File: src/rtl/rng_pkg.sv
// rng_pkg: shared LFSR constants, per-channel salt/zero-guard helpers and FSM encoding.
// Latency: n/a (package only).
// Backpressure: n/a.
// Ports: none.
package rng_pkg;

  localparam int LFSR_W = 32;
  // x^32 + x^22 + x^2 + x + 1 in right-shifting Galois form
  localparam logic [LFSR_W-1:0] TAP_MASK = 32'h8020_0003;

  typedef enum logic [1:0] {
    WARMUP = 2'd0,
    LOAD   = 2'd1,
    RUN    = 2'd2
  } fsm_e;

  // Odd channels get the complemented seed; each channel pair is spread by the
  // golden-ratio constant so neighbouring pairs start far apart.
  function automatic logic [LFSR_W-1:0] salt(input int i);
    logic [LFSR_W-1:0] iv;
    logic [LFSR_W-1:0] odd_mask;
    logic [LFSR_W-1:0] pair;
    iv       = i;
    odd_mask = {LFSR_W{iv[0]}};
    pair     = (iv >> 1) * 32'h9E37_79B9;
    return odd_mask ^ pair;
  endfunction

  // The all-zero state is a fixed point of the LFSR, so it is never loaded.
  function automatic logic [LFSR_W-1:0] guard(input logic [LFSR_W-1:0] s);
    return (s == '0) ? 32'h0000_0001 : s;
  endfunction

endpackage

File: src/rtl/lfsr_leap_core.sv
// lfsr_leap_core: one 32-bit Galois LFSR that jumps LEAP shifts per advance.
// Latency: load/advance visible on state one cycle after the request.
// Backpressure: none; state holds whenever neither load nor adv is asserted.
// Ports: clk, reset (async active-low), load + load_val (priority), adv, state (current value).
module lfsr_leap_core
  import rng_pkg::*;
#(
  parameter int                LEAP      = 1,
  parameter logic [LFSR_W-1:0] RESET_VAL = 32'h0000_0001
) (
  input  logic              clk,
  input  logic              reset,
  input  logic              load,
  input  logic [LFSR_W-1:0] load_val,
  input  logic              adv,
  output logic [LFSR_W-1:0] state
);

  logic [LFSR_W-1:0] state_q;
  logic [LFSR_W-1:0] state_d;
  logic [LFSR_W-1:0] leap_val;

  always_comb begin
    // LEAP single shifts chained combinationally so one advance costs one cycle
    leap_val = state_q;
    for (int k = 0; k < LEAP; k++) begin
      leap_val = (leap_val >> 1) ^ (leap_val[0] ? TAP_MASK : '0);
    end
    state_d = state_q;
    if (load) begin
      state_d = load_val;
    end else if (adv) begin
      state_d = leap_val;
    end
  end

  always_ff @(posedge clk or negedge reset) begin
    if (!reset) begin
      state_q <= RESET_VAL;
    end else begin
      state_q <= state_d;
    end
  end

  assign state = state_q;

endmodule

File: src/rtl/rng_bank.sv
// rng_bank: NUM_CH salted 32-bit LFSRs with post-(re)seed warm-up, one OUT_W-bit word per channel per transfer.
// Latency: first rnd_valid WARMUP_CYC+1 edges after reset release or after the edge sampling seed_load.
// Backpressure: valid/ready; rnd and LFSR states hold while rnd_valid=1 and rnd_ready=0, one word/cycle otherwise.
// Ports: clk, reset (async active-low), seed/seed_load (reseed, highest priority),
//        rnd/rnd_valid/rnd_ready (output stream, channel i at [i*OUT_W +: OUT_W]), busy (warm-up running).
module rng_bank
  import rng_pkg::*;
#(
  parameter int          NUM_CH       = 2,
  parameter int          OUT_W        = 16,
  parameter int          LEAP         = 1,
  parameter int          WARMUP_CYC   = 16,
  parameter logic [31:0] DEFAULT_SEED = 32'h0000_0001
) (
  input  logic                    clk,
  input  logic                    reset,
  input  logic [31:0]             seed,
  input  logic                    seed_load,
  output logic [NUM_CH*OUT_W-1:0] rnd,
  output logic                    rnd_valid,
  input  logic                    rnd_ready,
  output logic                    busy
);

  localparam fsm_e        FSM_INIT = (WARMUP_CYC == 0) ? LOAD : WARMUP;
  localparam logic [15:0] CNT_INIT = 16'(WARMUP_CYC);

  fsm_e                    fsm_q, fsm_d;
  logic [15:0]             cnt_q, cnt_d;
  logic [NUM_CH*OUT_W-1:0] rnd_q, rnd_d;
  logic                    vld_q, vld_d;
  logic                    ld;
  logic                    adv;

  logic [LFSR_W-1:0]       ch_state [NUM_CH];
  logic [NUM_CH*OUT_W-1:0] ext_all;

  for (genvar i = 0; i < NUM_CH; i++) begin : g_ch
    localparam logic [LFSR_W-1:0] CH_SALT = salt(i);

    logic [LFSR_W-1:0] ch_seed;
    logic              unused_mid;

    assign ch_seed = guard(seed ^ CH_SALT);

    lfsr_leap_core #(
      .LEAP      (LEAP),
      .RESET_VAL (guard(DEFAULT_SEED ^ CH_SALT))
    ) u_core (
      .clk      (clk),
      .reset    (reset),
      .load     (ld),
      .load_val (ch_seed),
      .adv      (adv),
      .state    (ch_state[i])
    );

    // Top OUT_W-5 bits plus the five LSBs; the middle of the state is not exported.
    assign ext_all[i*OUT_W +: OUT_W] = {ch_state[i][LFSR_W-1 -: OUT_W-5], ch_state[i][4:0]};
    assign unused_mid = ^ch_state[i];
  end

  always_comb begin
    fsm_d = fsm_q;
    cnt_d = cnt_q;
    rnd_d = rnd_q;
    vld_d = vld_q;
    ld    = 1'b0;
    adv   = 1'b0;
    if (seed_load) begin
      // Reseed wins over everything; a same-cycle handshake still completes
      // because the consumer sampled rnd on this edge.
      ld    = 1'b1;
      cnt_d = CNT_INIT;
      vld_d = 1'b0;
      fsm_d = FSM_INIT;
    end else begin
      case (fsm_q)
        WARMUP: begin
          adv   = 1'b1;
          cnt_d = cnt_q - 16'd1;
          if (cnt_q <= 16'd1) begin
            fsm_d = LOAD;
          end
        end
        LOAD: begin
          rnd_d = ext_all;
          adv   = 1'b1;
          vld_d = 1'b1;
          fsm_d = RUN;
        end
        RUN: begin
          if (vld_q && rnd_ready) begin
            rnd_d = ext_all;
            adv   = 1'b1;
          end
        end
        default: begin
          fsm_d = FSM_INIT;
        end
      endcase
    end
  end

  always_ff @(posedge clk or negedge reset) begin
    if (!reset) begin
      fsm_q <= FSM_INIT;
      cnt_q <= CNT_INIT;
      rnd_q <= '0;
      vld_q <= 1'b0;
    end else begin
      fsm_q <= fsm_d;
      cnt_q <= cnt_d;
      rnd_q <= rnd_d;
      vld_q <= vld_d;
    end
  end

  assign rnd       = rnd_q;
  assign rnd_valid = vld_q;
  assign busy      = (fsm_q == WARMUP);

endmodule

File: config.mk
export PLATFORM = sky130hd
export DESIGN_NAME = rng_bank
export DESIGN_NICKNAME = d
export VERILOG_FILES = /design/src/rtl/rng_pkg.sv /design/src/rtl/lfsr_leap_core.sv /design/src/rtl/rng_bank.sv
export SDC_FILE = /design/constraint.sdc
export NUM_CORES = 1
export LEC_CHECK = 0
export ABC_AREA = 1
export CAP_MARGIN = 20
export CORE_ASPECT_RATIO = 0.6
export CORE_MARGIN = 2
export CORE_UTILIZATION = 40
export DETAILED_ROUTE_END_ITERATION = 16
export GPL_ROUTABILITY_DRIVEN = 0
export GPL_TIMING_DRIVEN = 1
export PLACE_DENSITY = 0.7
export SYNTH_ARGS = -nofsm -noshare
export SYNTH_HDL_FRONTEND = slang
export SYNTH_HIERARCHICAL = 1
export SYNTH_SLANG_ARGS = --single-unit
File: constraint.sdc
create_clock -name clk -period 3 [get_ports clk]
set_input_delay 0.9 -clock clk [delete_from_list [all_inputs] [get_ports clk]]
set_output_delay 0.9 -clock clk [all_outputs]
set_load 0.01 [all_outputs]
# Word-level counts from Yosys, hierarchy flattened
# Index checks and enable logic that the tools add are counted.
# op_classes
mux	21
reduce_logical	11
n_bitwise	4
n_lt_le_gt_ge	1
add_sub_neg	1
eq_ne	5
# op_table
operator	n
$mux W32	9
$logic_not A32 Y1	2
$pmux W32 S2	1
$xor A31 B32 Y32	2
$mux W16	2
$not A32 Y32	1
$le A16 B1 Y1 const B	1
$sub A16 B1 Y16 const B	1
$reduce_bool A2 Y1	4
$pmux W2 S3	1
$mux W1	5
$mux W2	2
$ne A2 B2 Y1 const B	2
$ne A3 B2 Y1 const B	1
$reduce_and A3 Y1	1
$eq A2 B1 Y1 const B	1
$eq A2 B2 Y1 const B	1
$logic_not A2 Y1	1
$pmux W1 S2	1
$reduce_and A2 Y1	1
$reduce_or A2 Y1	1
$logic_and A1 B1 Y1	1
$not A1 Y1	1
# totals
output_inout_bits	34
input_bits	36
register_bits	115

# Longest topological paths before layout
# Gate-level depths: netlist of run 1.
# depth
ltp_word	6
ltp_mapped	10
ltp_nobuf	9

# Cells and area by module
# Netlist of run 1, hierarchy kept.
# by_module_without_submodules
mod	instances	area_per_inst_um2	cells_each
rng_bank	1	2790.2	372
lfsr_leap_core (g_ch[1].u_core)	1	1493.9	186
lfsr_leap_core (g_ch[0].u_core)	1	1456.4	186

# Worst setup path after synthesis of run 1
# No wires, ideal clock.
# synth_path
path_type	input -> register
startpoint	in rnd_ready
endpoint	reg g_ch[0].u_core.state_q[10]
t_arrival_ps	2324
path_stages	10
slack_ps	607
n_path_buf	2
cell_sequence	nand2_1 > o21ai_2 > buf_4 > inv_1 > nor2_1 > inv_2 > nor2_4 > buf_2 > nand2_1 > nand3_1
# synth_via
elab_chain_len	5
# synth_lines
item	line	text
start: declaration	rng_bank.sv:21	input logic rnd_ready,
$logic_and A1 B1 Y1	rng_bank.sv:93	if (vld_q && rnd_ready) begin
$mux W1	rng_bank.sv:93	
$pmux W1 S2	rng_bank.sv:78	case (fsm_q)
$mux W1	rng_bank.sv:70	if (seed_load) begin
named net adv	rng_bank.sv:33	logic adv;
$reduce_bool A2 Y1 (no line)	n/a	
end signal: assignment	lfsr_leap_core.sv:41	state_q <= state_d;
end: declaration	lfsr_leap_core.sv:19	logic [LFSR_W-1:0] state_q;
# The timed path passes the listed nets, and every way through them passes these cells.
# A chain may end at the register's enable or synchronous reset.

# Worst setup path in the final report of run 1
# layout_path
startpoint	reg fsm_q[1]
endpoint	out busy
# layout_via
elab_chain_len	1
# layout_lines
item	line	text
start: declaration	rng_bank.sv:28	fsm_e fsm_q, fsm_d;
start signal: assignment	rng_bank.sv:112	fsm_q <= fsm_d;
$logic_not A2 Y1	rng_bank.sv:121	assign busy = (fsm_q == WARMUP);
end: declaration	rng_bank.sv:22	output logic busy
# Every way passes these cells.

==> flow_summary.json, run 1 <==
{
  "synth-seq-cells": 115,
  "grt_pass1_wl_um": 22600,
  "vias_per_cell": 4.85,
  "p_sw_uw": 1880,
  "track_usage_pct": 18.7,
  "final_cell_mix": "nand2_1 (285), nand3_1 (103), dfrtp_1 (82), inv_1 (72), clkdlybuf4s50_1 (67)",
  "hold_violations": 0,
  "num_antenna_cells": 0,
  "firstDrtPassIters": 7,
  "grt_pass1_vias": 4544,
  "dieArea_mm2": 0.0154,
  "rr_startpoint": "fsm_q[1]$_DFFE_PN0P_",
  "syn-num-nets": 782,
  "run_status": "complete, no violations",
  "swShare_pct": 32.0,
  "dp_cells": 953,
  "drive_above_1_share_pct": 11.6,
  "reg2reg_to": "g_ch[1].u_core/state[4]$_DFFE_PN1P_",
  "power.density_mw_per_mm2": 835,
  "period_needed_ns": 2.62,
  "syn_inst": 744,
  "whs_path_depth": 2,
  "initial_core_util_pct": 41.5,
  "crit_fanout": 7,
  "cts.sinks": 115,
  "yosys_warnings": 6,
  "reg2reg_depth": 7,
  "synth_cell_types": 29,
  "seqPwrFrac_pct": 38.7,
  "min_delay_worst_endpoint": "rnd[17]$_DFFE_PN0P_",
  "hold_buffers": 0,
  "die_x_um": 159,
  "max_cap_violations": 0,
  "slew_headroom_pct": 50.2,
  "ant_nets": 0,
  "dp_slack_ns": 0.389,
  "synth.avg_cell_area_um2": 7.72,
  "insertion_delay_ns": 0.41,
  "wl_per_cell_um": 13.6,
  "critPathArrivalTime_ns": 1.72,
  "cts_buffers": 17,
  "dieHeight_um": 96.8,
  "rows": 33,
  "min-delay-start": "rnd[17]$_DFFE_PN0P_",
  "ctsResizeCount": 0,
  "fin_nets": 818,
  "setup_ws_ns": 0.377,
  "drv_slew": 0,
  "tns_ns": 0,
  "regToRegSetupSlack_ns": 1.20,
  "hold_class": "reg2reg",
  "netlist_area_mm2": 0.00574,
  "grt_max_degree": 73,
  "worst_setup_path_end_kind": "output pin",
  "fin_crit_sh_pct": 87.4,
  "vias": 4773,
  "clkTransAtPathRegs_ns": 0.05,
  "critical_path_class": "reg2out",
  "antenna_found_initial": 0,
  "p_leak_uw": 0.00345,
  "dp_hpwl_um": 9300,
  "worstMarginPinSlew_ns": 0.745,
  "cp.required_ns": 2.10,
  "core_area_mm2": 0.0138,
  "clockRootBuffer": "clkbuf_16",
  "finClkSkew_ns": 0.00696,
  "ys_seq_area_share_pct": 50.9,
  "clock_power_share_pct": 32.8,
  "fin_hold_ws_ns": 0.467,
  "p_int_uw": 3990,
  "total_power_uw": 5870,
  "grt_remaining_overflow": 0,
  "layout_commonest_cell": "nand2_1",
  "wl_um": 13400,
  "critPathLaunchType": "flip-flop",
  "setup_violations": 0,
  "rsz0062_at_grt": "false",
  "htreeDepth": 4,
  "vdd_drop_max_mv": 0.343,
  "fmax_ghz": 0.381,
  "drc": 0,
  "num_io_pins": 70,
  "tritoncts": "done",
  "synthToLayoutAreaGrowth_pct": 22.4,
  "cts_setup_buffers": 0,
  "io_buffers": 69,
  "cts.path.max_buffers": 2,
  "layout.cells.non_filler": 984,
  "dr.first_iter.drc_count": 380,
  "combPwrFrac_pct": 28.6
}
## cell usage after synthesis (all sizes together)
cell type    n  area (um2)
buf         26         179
clkbuf      36         145
o21ai        8        43.8
nand4       18         113
nor3         6        30.0
nand2      288        1100
a21oi       17        85.1
inv         74         278
nor3b        1        7.51
nand3      105         543
dfstp       33         867
dfrtp       82        2050
ha           2        25.0
o22ai        1        6.26
o211a        1        10.0
and3         1        6.26
nor2        45         251
## cells by family (layout without fill, tap and decap cells)
group | after synthesis | count (layout) | synth area share [%]
adder cells (fa/ha/maj) | 2 | 2 | 0.436
buffers and inverters | 136 | 184 | 10.5
AND/OR/NAND/NOR | 464 | 464 | 35.7
flip-flops | 115 | 115 | 50.9
AO/OA/AOI/OAI | 27 | 27 | 2.53
## cell type report
cell class / count / area, um2
multi-input cells: 493 / 2220
clock buffers: 20 / 447
flip-flops and latches: 115 / 2920
fillers: 1325 / 6810
inverters: 74 / 278
repair buffers: 79 / 808
well taps: 192 / 240
clock inverters: 11 / 113
## worst max-delay path by stage
stage,from,endpoint,cells past startpoint
2_1_floorplan,rnd_ready,g_ch[0].u_core/state[10]$_DFFE_PN0P_,10
3_3_place_gp,rnd_ready,g_ch[0].u_core/state[17]$_DFFE_PN0P_,11
3_5_place_dp,rnd_ready,g_ch[0].u_core/state[15]$_DFFE_PN0P_,11
4_1_cts,fsm_q[1]$_DFFE_PN0P_,busy,2
5_1_grt,fsm_q[1]$_DFFE_PN0P_,busy,2
6_report,fsm_q[1]$_DFFE_PN0P_,busy,2
## power by group through the flow
| stage | registers, uW | clock network (uW) | logic (uW) |
|---|---|---|---|
| finish | 2270 | 1920 | 1670 |
| global route | 2330 | 2030 | 1890 |
| CTS | 2270 | 1960 | 1700 |
| detailed placement | 2290 | 0 | 1690 |
| global placement | 2280 | 0 | 1660 |
| floorplan | 2340 | 0 | 903 |
## stage by stage
stage	cell area [um2]	util (%)
final	7020	50.8
after global routing	7020	50.8
after CTS	7020	50.8
after detailed placement	6460	46.7
after global placement	6460	46.7
after floorplan	5740	-
## registers in the layout (all words and copies together) (netlist names)
register,flops
cnt_q,16
fsm_q,2
g_ch.u_core/state,64
rnd,32
rnd_valid,1
## per-layer routing
metal | vias to the layer above | part of all wire, % | wire length (um) | track usage (%)
met4 | 0 | 0.89 | 119 | 4.64
met2 | 121 | 41 | 5490 | 25.2
li1 | 2388 | - | - | -
met3 | 11 | 6.1 | 815 | 5.38
met5 | - | 0 | 0 | 0
met1 | 2253 | 52 | 6940 | 29.0
## critical path, stage by stage (launching register included)
cell and delay (ns):
dfrtp_1 0.47, nor2_8 0.26, clkdlybuf4s50_1 0.58
(Power assumes the default switching activity.)
==> run 2: changes to the inputs <==
PLACE_DENSITY = 0.72   (was 0.7)
clock period = 2.2 ns   (was 3 ns; I/O delays follow)
==> run 2 against run 1 <==
Hold slack worse by 0.17 ns. Via count up 0.52%. Clock power is 49% higher. Sequential share of layout area down 0.76 points. Cell count up 0.81%. Clock skew about the same. Register-to-register slack got worse by 0.77 ns. Critical path type unchanged. Critical endpoint is now rnd_valid.
==> flow_summary.json, run 2 (synthesized netlist as in run 1, its figures left out) <==
{
  "clkTransAtPathRegs_ns": 0.05,
  "cp_slowest_cell": "clkdlybuf4s50_1",
  "reg2reg_depth": 8,
  "tritoncts": "done",
  "drive_above_1_share_pct": 12.9,
  "layout.cells.non_filler": 992,
  "vias": 4798,
  "critPathArrivalTime_ns": 1.32,
  "grt_remaining_overflow": 0,
  "fillers": 1288,
  "regToRegSetupSlack_ns": 0.43,
  "clockRootBuffer": "clkbuf_16",
  "rr_startpoint": "fsm_q[0]$_DFFE_PN0P_",
  "layout_commonest_cell": "nand2_1",
  "cts.sinks": 115,
  "synthToLayoutAreaGrowth_pct": 24.8,
  "place_area_mm2": 0.00652,
  "grt_max_degree": 116,
  "finClkSkew_ns": 0.00670,
  "num_io_pins": 70,
  "wl_per_cell_um": 13.7,
  "reg2reg_to": "g_ch[1].u_core/state[4]$_DFFE_PN1P_",
  "period_needed_ns": 1.98,
  "cp_top_family": "buffers and inverters",
  "vdd_drop_max_mv": 0.435,
  "crit_buf_inv": 1,
  "drv_slew": 0,
  "cts_buffers": 17,
  "setup_violations": 0,
  "power.density_mw_per_mm2": 1160,
  "slew_headroom_pct": 52.2,
  "critPathLaunchType": "flip-flop",
  "fin_nets": 825,
  "vias_per_cell": 4.84,
  "run_status": "complete, no violations",
  "initial_core_util_pct": 41.5,
  "core_area_mm2": 0.0138,
  "critical_path_class": "reg2out",
  "hold_buffers": 0,
  "insertion_delay_ns": 0.41,
  "grt_pass1_wl_um": 23200,
  "wl_um": 13600,
  "hold_class": "in2async",
  "antenna_found_initial": 0,
  "hold_violations": 0,
  "rows": 33,
  "htreeDepth": 4,
  "rsz0062_at_grt": "false",
  "io_buffers": 69,
  "max_cap_violations": 0,
  "dieHeight_um": 96.8,
  "max_stage_delay_ns": 0.54,
  "dp_hpwl_um": 9130,
  "final_area_mm2": 0.00716,
  "worstMarginPinSlew_ns": 0.716,
  "largest_reg_flops": 64,
  "dr.first_iter.drc_count": 402,
  "startpoint": "rnd_valid$_DFFE_PN0P_",
  "grt_pass1_vias": 4555,
  "fin_crit_sh_pct": 90.0,
  "final_cell_mix": "nand2_1 (285), nand3_1 (103), dfrtp_1 (80), inv_1 (72), clkdlybuf4s50_1 (66)",
  "cts.path.max_buffers": 2,
  "dp_cells": 957,
  "ant_nets": 0,
  "fmax_ghz": 0.505,
  "crit_fanout": 3,
  "p_leak_uw": 0.00352,
  "worst_setup_path_end_kind": "output pin",
  "track_usage_pct": 19.3,
  "drc": 0,
  "cp.required_ns": 1.54,
  "die_x_um": 159,
  "num_antenna_cells": 0,
  "firstDrtPassIters": 5,
  "path_cells": "clkdlybuf4s50_1",
  "dieArea_mm2": 0.0154
}
-- run 2: cell count changes in the layout (fill, tap and decap cells not counted), sizes merged --
cell	change
buf	+7
bufinv	+1
clkbuf	+2
clkdlybuf4s50	-1
clkinv	-1
clkinvlp	-1
dlymetal6s2s	+1
-- run 2: layer usage --
layer	vias to the layer above	part of all wire (%)	global-route usage, %
met2	122	42	26.9
met1	2269	51	29.4
met4	0	0.75	5.20
li1	2396	-	-
met3	11	5.9	5.02
met5	-	0	0
-- run 2: metrics by stage --
stage	util [%]	setup WS [ns]	power [uW]	TNS, ns	hold slack (ns)
6_report	51.8	0.220	8280	0	0.297
5_1_grt	51.8	0.0819	8830	0	0.381
4_1_cts	51.6	0.00362	8350	0	0.364
3_5_place_dp	47.1	-0.166	5440	-6.68	0.458
3_3_place_gp	47.1	-0.115	5390	-5.76	0.454
2_1_floorplan	-	0.0471	4420	0	0.364
-- run 2: layout make-up --
class                      instances  area, um2  area share [%]
sequential                       115       2920            40.8
multi-input combinational        493       2220            31.0
timing repair buffer              86        888            12.4
clock buffer                      22        484            6.76
inverter                          74        278            3.88
tap                              192        240            3.35
clock inverter                    10        130            1.82
-- run 2: worst max path at each step --
stage                                            to  slack (ns)  depth (start not counted)
2_1_floorplan  g_ch[0].u_core/state[10]$_DFFE_PN0P_        0.05                         10
3_3_place_gp   g_ch[0].u_core/state[14]$_DFFE_PN0P_       -0.11                          9
3_5_place_dp    g_ch[1].u_core/state[4]$_DFFE_PN1P_       -0.17                          9
4_1_cts                                        busy       0.004                          2
5_1_grt        g_ch[1].u_core/state[20]$_DFFE_PN1P_        0.08                          9
6_report                                  rnd_valid        0.22                          1
-- run 2: report_power, final --
| group | internal [uW] | switching [uW] |
|---|---|---|
| clock | 1890 | 966 |
| sequential | 2730 | 375 |
| combinational | 1080 | 1250 |
-- run 2: repair_timing --
| item | in CTS | in global routing |
|---|---|---|
| pin swaps | 1 | 0 |
| setup endpoints to repair | 1 | 1 |
| gates resized for setup | 1 | 2 |
| buffers inserted | 1 | 2 |
